File: config.mk
export PLATFORM = sky130hd
export DESIGN_NAME = sum_serial_ctrl
export DESIGN_NICKNAME = d
export VERILOG_FILES = /design/src/rtl/sum_serial_ctrl.sv
export SDC_FILE = /design/constraint.sdc
export NUM_CORES = 1
export LEC_CHECK = 0
export CAP_MARGIN = 20
export CELL_PAD_IN_SITES_DETAIL_PLACEMENT = 0
export CELL_PAD_IN_SITES_GLOBAL_PLACEMENT = 1
export CORE_ASPECT_RATIO = 1.75
export CORE_MARGIN = 2
export CORE_UTILIZATION = 41
export CTS_CLUSTER_DIAMETER = 200
export CTS_CLUSTER_SIZE = 40
export DETAILED_ROUTE_END_ITERATION = 10
export PLACE_DENSITY_LB_ADDON = 0.1
export SETUP_SLACK_MARGIN = 0.4
export SLEW_MARGIN = 40
export SYNTH_ARGS = -nofsm -noshare
export SYNTH_HDL_FRONTEND = slang
export SYNTH_SLANG_ARGS = --single-unit
File: constraint.sdc
create_clock -name clk -period 2 [get_ports clk]
set_input_delay 0.4 -clock clk [delete_from_list [all_inputs] [get_ports clk]]
set_output_delay 0.4 -clock clk [all_outputs]
set_load 0.005 [all_outputs]
File: src/rtl/sum_serial_ctrl.sv
// Bit-serial adder controller: one full-adder cell plus carry flop, LSB first.
// Optional signed-overflow output ovf is enabled by defining SUM_SERIAL_OVF_EN.
module sum_serial_ctrl #(
    parameter int WIDTH = 8
) (
    input  logic             clk,
    input  logic             rst,
    input  logic             start,
    input  logic [WIDTH-1:0] a,
    input  logic [WIDTH-1:0] b,
    input  logic             cin,
    output logic             busy,
    output logic             done,
    output logic [WIDTH-1:0] s,
    output logic             cout
`ifdef SUM_SERIAL_OVF_EN
    ,
    output logic             ovf
`endif
);

    localparam int CNT_W = (WIDTH > 2) ? $clog2(WIDTH) : 1;
    localparam logic [CNT_W-1:0] LAST = CNT_W'(WIDTH - 1);

    localparam logic [1:0] IDLE = 2'd0;
    localparam logic [1:0] RUN  = 2'd1;
    localparam logic [1:0] DONE = 2'd2;

    logic [1:0]       state;
    logic [WIDTH-1:0] op_a;
    logic [WIDTH-1:0] op_b;
    logic [WIDTH-1:0] res;
    logic [CNT_W-1:0] cnt;
    logic             carry;
    logic             sum_bit;
    logic             carry_next;

    // The single full-adder cell shared by every bit position.
    assign sum_bit    = op_a[0] ^ op_b[0] ^ carry;
    assign carry_next = (op_a[0] & op_b[0]) | (carry & (op_a[0] ^ op_b[0]));

    assign busy = (state != IDLE);
    assign done = (state == DONE);

    always_ff @(posedge clk or posedge rst) begin
        if (rst) begin
            state <= IDLE;
            op_a  <= '0;
            op_b  <= '0;
            res   <= '0;
            cnt   <= '0;
            carry <= 1'b0;
            s     <= '0;
            cout  <= 1'b0;
`ifdef SUM_SERIAL_OVF_EN
            ovf   <= 1'b0;
`endif
        end else begin
            case (state)
                IDLE: begin
                    if (start) begin
                        op_a  <= a;
                        op_b  <= b;
                        carry <= cin;
                        cnt   <= '0;
                        state <= RUN;
                    end
                end
                RUN: begin
                    res   <= {sum_bit, res[WIDTH-1:1]};
                    carry <= carry_next;
                    op_a  <= op_a >> 1;
                    op_b  <= op_b >> 1;
                    cnt   <= cnt + 1'b1;
                    // Final bit: publish the completed result directly, including this cycle's sum bit.
                    if (cnt == LAST) begin
                        s     <= {sum_bit, res[WIDTH-1:1]};
                        cout  <= carry_next;
`ifdef SUM_SERIAL_OVF_EN
                        ovf   <= carry ^ carry_next;
`endif
                        state <= DONE;
                    end
                end
                DONE: begin
                    state <= IDLE;
                end
                default: begin
                    state <= IDLE;
                end
            endcase
        end
    end

endmodule

### Word-level counts from Yosys, hierarchy flattened

Cells that the tools add are included.

* register bits after elaboration: 39
* bits of input ports: 20
* output and inout bits: 11
* word-level logic and storage cells: 36

* add/sub/neg operators: 1
* equality and inequality tests: 5
* multiplexer cells: 11
* bitwise operators: 5
* reduce and logical (&&, ||, !) cells: 6

Operators by type and width (count)
* $pmux W8 S2: 2
* $mux W8: 2
* $pmux W3 S2: 1
* $reduce_and A2 Y1: 3
* $mux W2: 2
* $ne A2 B2 Y1 const B: 2
* $pmux W2 S2: 1
* $reduce_bool A2 Y1: 2
* $add A3 B1 Y3 const B: 1
* $eq A3 B3 Y1 const B: 1
* $mux W3: 1
* $and A1 B1 Y1: 2
* $eq A2 B1 Y1 const B: 1
* $eq A2 B2 Y1 const B: 1
* $logic_not A2 Y1: 1
* $pmux W1 S2: 1
* $xor A1 B1 Y1: 2
* $mux W1: 1
* $or A1 B1 Y1: 1

### Logic depth before layout (Yosys ltp)

* depth after elaboration: 4
* mapped depth: 5
* mapped depth without buffers: 4

### Least setup slack after synthesis

OpenSTA, ideal clock, no wires.

* kind: register -> register
* start: reg cnt[0]
* end: reg cout
* setup time: 0.128 ns
* arrival time: 1.325 ns
* required time: 1.872 ns
* path slack: 0.547 ns
* stages on the path, launching flop included: 6
* path buffers: 1
* clock period less this slack: 1.453 ns
* cell sequence: dfrtp_1 -> ha_1 -> ha_1 -> nand3b_1 -> buf_2 -> mux2_1

* cells in the longest elaborated chain, start to end: 2

RTL lines
* from (decl): RTL line 33 `logic [CNT_W-1:0] cnt;`
* from (signal assigned): RTL line 74 `cnt <= cnt + 1'b1;`
* $eq A3 B3 Y1: RTL line 76 `if (cnt == LAST) begin`
* $reduce_and A2 Y1 (no source line)
* to (signal assigned): RTL line 78 `cout <= carry_next;`
* to (decl): RTL line 15 `output logic cout`

Every way passes these cells.
A chain may end at the register's enable or synchronous reset.

### Worst setup path after layout

* start: reg state[1]
* end: out done

* cells in the longest elaborated chain, start to end: 1

RTL lines
* from (decl): RTL line 29 `logic [1:0] state;`
* from (signal assigned): RTL line 47 `state <= IDLE;`
* from (signal assigned): RTL line 66 `state <= RUN;`
* from (signal assigned): RTL line 82 `state <= DONE;`
* $eq A2 B2 Y1: RTL line 43 `assign done = (state == DONE);`
* to (decl): RTL line 13 `output logic done,`

Every way passes these cells.

==> reports/metrics.cfg <==
[route]
ant_nets = 0
post_drt_wl_per_cell_um = 15.35
wl_um = 3561
drt-pass1-iter-count = 6
drc_errors = 0
vias_per_cell = 5.328
dr_total_vias = 1236
drt_iter0_drc = 39

[floorplan]
core_um2 = 3904
design.die.area_um2 = 4682
num_rows = 30
io_pins = 31
die_x_um = 52.59
die_y_um = 89.04
initial_utilization_pct = 43.40

[setup_path]
reg2reg_slack_ps = 450
timing.rr.end = res[1]$_DFFE_PP0N_
crit_path_max_fanout = 2
worstSetupPathType = flop to output port
critPathCapture = done
required_ps = 1600
arrival_ps = 1220
end_kind = output port
reg2reg_from = state[1]$_DFFE_PP0P_
startpoint_type = flop
worstRegToRegCells = 6
setup.worst_path.start = state[1]$_DFFE_PP0P_

[grt]
grt_pass1_wl_um = 6099
grt_max_degree = 39
antenna_found_initial = 0
grt_pass1_vias = 1327
overflow = 0
grtUsageTotal_pct = 17.61

[sta]
drv_slew = 0
tns_ps = 0
post-route-min-period_ps = 1618
finClkSkew_ps = 2.947
rsz0062_at_grt = yes
setup_viol = 0
hold_viol_final = 0
slew_headroom_pct = 68.02
fmax_mhz = 618.0
tightest_slew_ps = 479.8
finalCritPeriodShare_pct = 80.90

[synth]
yosys.area.top_type_share_pct = 56.13
synth_area_leader_cell = dfrtp_1
syn_area_per_cell_um2 = 12.37
synth.most_common_cell = dfrtp_1
seq_area_frac_synth_pct = 56.13
synthTopCellsByCount = dfrtp_1, inv_1, mux2_1
synth_cell_types = 22
syn-num-nets = 160
yosys_warnings = 0
synth_area_um2 = 1694
synthArstFlopShare_pct = 100.0
synth-seq-cells = 38
synth-edff-count = 0
syn_inst = 137
ys.flop_type = dfrtp_1
synth_area_leaders = dfrtp_1, mux2_1, a221oi_1

[cts]
cts_tree = done
clk_pin_slew_ps = 70
cts.sinks = 38
cts_htree_levels = 2
cts.hold.buffers_added = 0
cts_root_buf = clkbuf_8
clk_latency_ps = 280
cts_buffers = 5
clk_path_buf_depth = 2

[pwr]
p_per_area_nw_per_um2 = 1427
p_comb_share_pct = 44.4
p_int_uw = 2217
seqPwrFrac_pct = 40.9
power.total_uw = 3256
p_sw_uw = 1039
ir_drop_uv = 780.1
p_leak_uw = 0.001021
p_clk_share_pct = 14.7
swShare_pct = 31.90

[run_status]
status = completed

[placement]
io_buffers = 30
dp_hpwl_um = 2364
place_area_um2 = 2047
gp_congestion = 0.7604
dp_cells = 212

[cells_and_area]
finalNonFillerCells = 232
layout.nets = 207
area_growth_pct = 34.71
final_area_um2 = 2282
diodes = 0
layout-drive-gt1-share_pct = 22.83
num-fill-cells = 357

[min_path]
min_from = s[4]$_DFFE_PP0P_
min_path_type = flop to flop

[flow_run]
drv_cap = 0

==> what timing repair did <==
| action | 4_1_cts | 5_1_grt |
|---|---|---|
| gates resized for setup | 7 | 12 |
| hold endpoints to repair | 0 | 0 |
| setup buffers | 9 | 3 |
| endpoints found under the setup margin | 11 | 25 |
| gates cloned | 0 | 1 |
| pin swaps | 1 | 1 |
==> critical path, cell delays in order (launching register included) <==
cell and delay (ps):
dfrtp_2 430, buf_4 140, nor2b_4 110, dlygate4sd2_1 250
==> layer usage <==
metal	up-vias	routed length (um)	global-route usage [%]	share of wire, %
li1	581	-	-	-
met1	621	1479	21.62	42
met2	30	1927	29.89	54
met3	4	115	4.013	3.2
met4	0	38	6.294	1.1
met5	-	0	0	0
==> per-stage QoR <==
step           setup WS, ps  hold slack [ps]  utilization (%)
6_report              381.9            492.6            58.46
3_3_place_gp          156.3            462.4            52.44
3_5_place_dp          164.8            484.4            52.44
4_1_cts               292.5            499.8            56.76
2_1_floorplan         547.1            450.3                -
5_1_grt               345.4            521.1            58.46
==> state kept, by name (all words and copies together), names as in the netlist <==
signal and cells:
op_a 8, carry 1, cnt 3, res 7, s 8, state 2
op_b 8, cout 1
==> logic make-up (layout without fill, tap and decap cells) <==
group | count (synthesis) | count (layout) | synth area share (%)
flip-flops | 38 | 38 | 56.13
AND/OR/NAND/NOR | 30 | 30 | 11.15
buffers and inverters | 28 | 75 | 7.533
AO/OA/AOI/OAI | 21 | 21 | 11.23
multiplexers | 17 | 17 | 11.30
adder cells (fa/ha/maj) | 3 | 3 | 2.659
==> worst min path at each step <==
| stage | end | slack (ps) | cells after the start |
|---|---|---|---|
| after floorplan | s[0]$_DFFE_PP0P_ | 450 | 1 |
| after global placement | res[1]$_DFFE_PP0N_ | 460 | 1 |
| after detailed placement | s[0]$_DFFE_PP0P_ | 480 | 1 |
| after CTS | s[0]$_DFFE_PP0P_ | 500 | 1 |
| after global routing | s[1]$_DFFE_PP0P_ | 520 | 1 |
| final | s[4]$_DFFE_PP0P_ | 490 | 1 |
==> placed cells by master, fill, tap and decap left out <==
| cell | instances |
|---|---|
| nand2b_1 | 3 |
| a21oi_1 | 1 |
| a221oi_1 | 6 |
| clkbuf_8 | 5 |
| a221oi_2 | 2 |
| mux2_2 | 4 |
| o21bai_2 | 1 |
| nand3b_1 | 1 |
| nor2_4 | 1 |
| fa_1 | 1 |
| nor2_1 | 8 |
| clkbuf_1 | 2 |
| buf_4 | 17 |
| clkbuf_2 | 1 |
| clkdlybuf4s50_1 | 28 |
| nor2b_1 | 7 |
| buf_2 | 1 |
| dlygate4sd2_1 | 1 |
| ha_1 | 2 |
| a32o_1 | 2 |
| dfrtp_2 | 2 |
| a22o_1 | 2 |
| buf_12 | 1 |
| nor2b_4 | 2 |
| buf_6 | 1 |
| mux2_1 | 9 |
| mux2_4 | 4 |
| inv_1 | 18 |
| a222oi_1 | 7 |
| nor4b_1 | 8 |
| dfrtp_1 | 36 |
==> power groups by stage <==
stage	sequential, uW	combinational [uW]	clock, uW
final	1330	1440	480
after CTS	1340	1290	500
after detailed placement	1370	1180	0
after global placement	1350	1130	0
after floorplan	1300	820	0
after global routing	1380	1610	534
==> layout make-up <==
class                      instances  area, um^2  share of cell area [%]
inverter                          18       67.56                   2.961
sequential                        38       953.4                   41.78
multi-input combinational         71       666.9                   29.22
tap                               48       60.06                   2.632
clock buffer                       7       76.32                   3.344
timing repair buffer              50       457.9                   20.07
(Power assumes the default switching activity.)
==> variant 1: new RTL, config.mk and constraints unchanged <==
Build with the macro `SUM_SERIAL_OVF_EN` defined.
--- a/src/rtl/sum_serial_ctrl.sv
+++ b/src/rtl/sum_serial_ctrl.sv
@@ -1,4 +1,6 @@
 // Bit-serial adder controller: one full-adder cell plus carry flop, LSB first.
 // Optional signed-overflow output ovf is enabled by defining SUM_SERIAL_OVF_EN.
+`define SUM_SERIAL_OVF_EN
+
 module sum_serial_ctrl #(
     parameter int WIDTH = 8
Check against the original RTL (old outputs only; new: ovf): equivalent (Yosys induction, for registers that start in step).
==> variant 1 against the unedited design <==
  * Synthesized cell count grew 2.2%
  * Combinational power is 8% lower
  * Setup slack improved by 0.085 ns
  * Highest routed layer unchanged
  * Sequential share of layout area grew 1.3 points
  * Synthesized area increased by 2.7%
  * Count of clock-buffer cells in the layout rose by 1
  * Largest cell class unchanged
  * Cell area decreased by 0.82%
  * Sequential cell count up 1
  * Routed wire length is 5.8% lower
  * Power up 0.17%
==> variant 1: results (changes against the unedited design) <==
Place
  – Detailed placement HPWL: 2340 µm (-1.2%)
  – Final weighted congestion in routability-driven placement: 0.720 (-5.3%)
  – Area after DPL: 2130 µm² (+3.9%)
  – IO Port Bufs: 31 (+3.3%)
  – Worst setup slack after placement: 0.283 ns (+0.118 ns)

Detailed routing
  – Met2 WL: 1820 µm (-5.7%)
  – Vias post-DR: 1,244 (+0.65%)
  – Average wire per standard cell: 14.6 µm (-5.0%)
  – Initial DRC Count: 52 (+33%)
  – DR WL met3: 149 µm (+30%)
  – Met1 wire length: 1330 µm (-10%)

Global route
  – Largest net degree at the start of global routing: 40 (+2.6%)
  – Number of global-route vias before repair: 1,298 (-2.2%)
  – Global routing met2 resource utilization: 0.273 (-0.0262)
  – GRT Resource Usage Total: 0.163 (-0.0129)
  – Met1 Usage GRT: 0.191 (-0.0255)

Timing
  – Clock Skews: 0.00467 ns (+0.00172 ns)
  – Max_slew headroom: 0.670 (-0.0103)

Hold path
  – End point of the most critical hold path: cnt[1]$_DFFE_PP0P_
  – Hold path startpoint: cnt[1]$_DFFE_PP0P_

Logic synthesis
  – Share of the yosys chip area belonging to registers: 0.561 (about the same)
  – Adder-cell area share of the yosys netlist: 0.0259 (-0.000689)
  – Cell types with the largest area share after synthesis: sky130_fd_sc_hd__dfrtp_1 (56%), sky130_fd_sc_hd__mux2_2 (12%), sky130_fd_sc_hd__a221oi_1 (4.0%)
  – Top cells by instance count after synthesis: sky130_fd_sc_hd__dfrtp_1 (39), sky130_fd_sc_hd__inv_1 (18), sky130_fd_sc_hd__mux2_2 (18)
  – Area fraction in compound gates after synthesis: 0.109 (-0.00291)
  – Number of standard cells after synthesis: 140 (+2.2%)
  – Post-Synthesis Net Count: 163 (+1.9%)

Power and ir drop
  – Total net switching power: 1.00 mW (-3.6%)
  – Peak supply drop: 0.830 mV (+6.3%)
  – Clock network power: 0.572 mW (+19%)

Worst setup path
  – Beginning of the critical path: ovf$_DFFE_PP0P_
  – Largest stage delay on the critical path: 0.50 ns (+0.07 ns)
  – Critical-path cell with the highest stage delay: sky130_fd_sc_hd__clkdlybuf4s50_1
  – Kind of cell with the highest combined delay on the critical path: buffers and inverters

Cells and area
  – Share of layout cells above drive strength 1: 0.221 (-0.00727)
  – Nets@finish: 203 (-1.9%)

Clock network
  – CTS resizes: 4 (-3)
  – Postcts setup bufs: 2 (-7)

Status
  – Status: finished clean
[variant 1: metrics by stage]
stage                     hold WS, ns  total power, mW   util
after floorplan                 0.466             2.23      -
after detailed placement        0.493             2.70  0.517
after global routing            0.523             3.54  0.551
final                           0.505             3.26  0.551
after global placement          0.476             2.65  0.517
after CTS                       0.510             3.30  0.546
[variant 1: worst max-delay path by stage]
stage	slack [ns]	end	depth (start not counted)
2_1_floorplan	0.50	cout$_DFFE_PP0P_	5
3_3_place_gp	0.29	op_a[5]$_DFFE_PP0P_	4
3_5_place_dp	0.28	op_b[6]$_DFFE_PP0P_	4
4_1_cts	0.38	done	3
5_1_grt	0.40	res[2]$_DFFE_PP0N_	5
6_report	0.47	ovf	1
[variant 1: cell type report]
cell class / instances / share of cell area
sequential: 39 / 0.431
multi-input combinational: 73 / 0.286
timing repair buffer: 43 / 0.182
clock buffer: 8 / 0.0442
inverter: 18 / 0.0299
tap: 49 / 0.0271
==> variant 2: new RTL, same flow settings <==
Without the edit above. Reset style: synchronous (`rst`), changed in one clocked block.
--- a/src/rtl/sum_serial_ctrl.sv
+++ b/src/rtl/sum_serial_ctrl.sv
@@ -43,5 +43,5 @@
     assign done = (state == DONE);
 
-    always_ff @(posedge clk or posedge rst) begin
+    always_ff @(posedge clk) begin
         if (rst) begin
             state <= IDLE;
Check against the original RTL: differs if rst is asserted again (counterexample within 4 cycles, from zero or initial values and one cycle with rst high); with rst held inactive, the same outputs for 10 cycles.
==> variant 2 against the unedited design <==
  * Global-route usage fell by 1.0 points
  * Via count rose by 3.6%
  * Die area fell by 4.4%
  * Synthesized area fell by 4.7%
  * Sequential cell count did not move
  * Setup slack improved by 0.090 ns
  * Routed wire length fell by 6.0%
  * Cell area fell by 8.0%
Power is not compared: it rests on default switching activity, and its combinational part moved more than twofold at a synthesized area within 25%.
==> variant 2: results (changes against the unedited design) <==
Logic synthesis
  – Area fraction in compound gates after synthesis: 0.249 (+0.137)
  – Share of the yosys chip area belonging to registers: 0.471 (-0.0903)
  – Distinct cell type count of the synthesized netlist: 27 (+23%)
  – Async S/R FF share, synth: 0 (-1.00)
  – Number of standard cells after synthesis: 172 (+26%)
  – Cell types with the largest area share after synthesis: sky130_fd_sc_hd__dfxtp_1 (47%), sky130_fd_sc_hd__o221a_1 (7.0%), sky130_fd_sc_hd__a21oi_1 (6.2%)
  – Adder-cell area share of the yosys netlist: 0.0279 (+0.00130)
  – Mux cell area share after synthesis: 0.0124 (-0.101)
  – Post-Synthesis Net Count: 195 (+22%)

Place
  – Area after DPL: 1920 µm² (-6.3%)
  – Detailed placement HPWL: 2250 µm (-4.7%)
  – Cells after DPL: 241 (+14%)
  – Worst setup slack after placement: 0.0777 ns (-0.0871 ns)

Detailed routing
  – Met2 WL: 1800 µm (-6.7%)
  – Average wire per standard cell: 13.3 µm (-13%)
  – Initial DRC Count: 22 (-44%)
  – DR WL met3: 91 µm (-21%)
  – Router iterations before antenna repair: 4 (-2)
  – Met1 wire length: 1430 µm (-3.4%)
  – Per-cell via count in the routed design: 5.08 (-4.6%)

Hold path
  – WHS Path Cells: 2 (+1)
  – End point of the most critical hold path: s[4]$_SDFFE_PP0P_

Timing
  – Worst hold slack: 0.454 ns (-0.0384 ns)
  – Transition time at the pin with the least slew margin: 0.414 ns (-0.0654 ns)
  – Worst setup margin: 0.472 ns (+0.0899 ns)

Global route
  – Number of global-route vias before repair: 1,285 (-3.2%)
  – First-pass GRT wire length: 5710 µm (-6.3%)
  – GRT Resource Usage Total: 0.166 (-0.0103)

Worst setup path
  – Beginning of the critical path: state[0]$_SDFFE_PP0P_
  – End of the worst register-to-register path: op_b[1]$_SDFFE_PP0P_
  – Depth of the worst register-to-register path: 5 (-1)
  – Reg-to-reg slack, setup: 0.50 ns (+0.05 ns)
  – Highest net fanout along the worst path: 8 (+6)

Status
  – Status: finished clean

Cells and area
  – Share of layout cells above drive strength 1: 0.181 (-0.0469)
[variant 2: area by class of cell]
cell class | instances | area [µm²]
clock inverter | 2 | 60.1
inverter | 17 | 63.8
clock buffer | 6 | 82.6
sequential | 38 | 768
timing repair buffer | 37 | 364
multi-input combinational | 104 | 701
fill | 368 | 1730
tap | 48 | 60.1
[variant 2: timing repair]
item / CTS / global route
setup buffers: 3 / 0
setup endpoints to repair: 16 / 1
hold buffers: 0 / 0
resized for setup: 8 / 1
gates cloned: 0 / 0
[variant 2: worst max-delay path: stages (launching register included)]
cell	delay, ns
sky130_fd_sc_hd__dfxtp_4	0.36
sky130_fd_sc_hd__buf_4	0.16
sky130_fd_sc_hd__nor2b_1	0.12
sky130_fd_sc_hd__clkdlybuf4s15_1	0.21
[variant 2: routing by layer]
layer / up-vias / track usage
met5: - / 0
met4: 0 / 0.0646
met3: 2 / 0.0258
met2: 26 / 0.294
met1: 601 / 0.195
li1: 652 / -
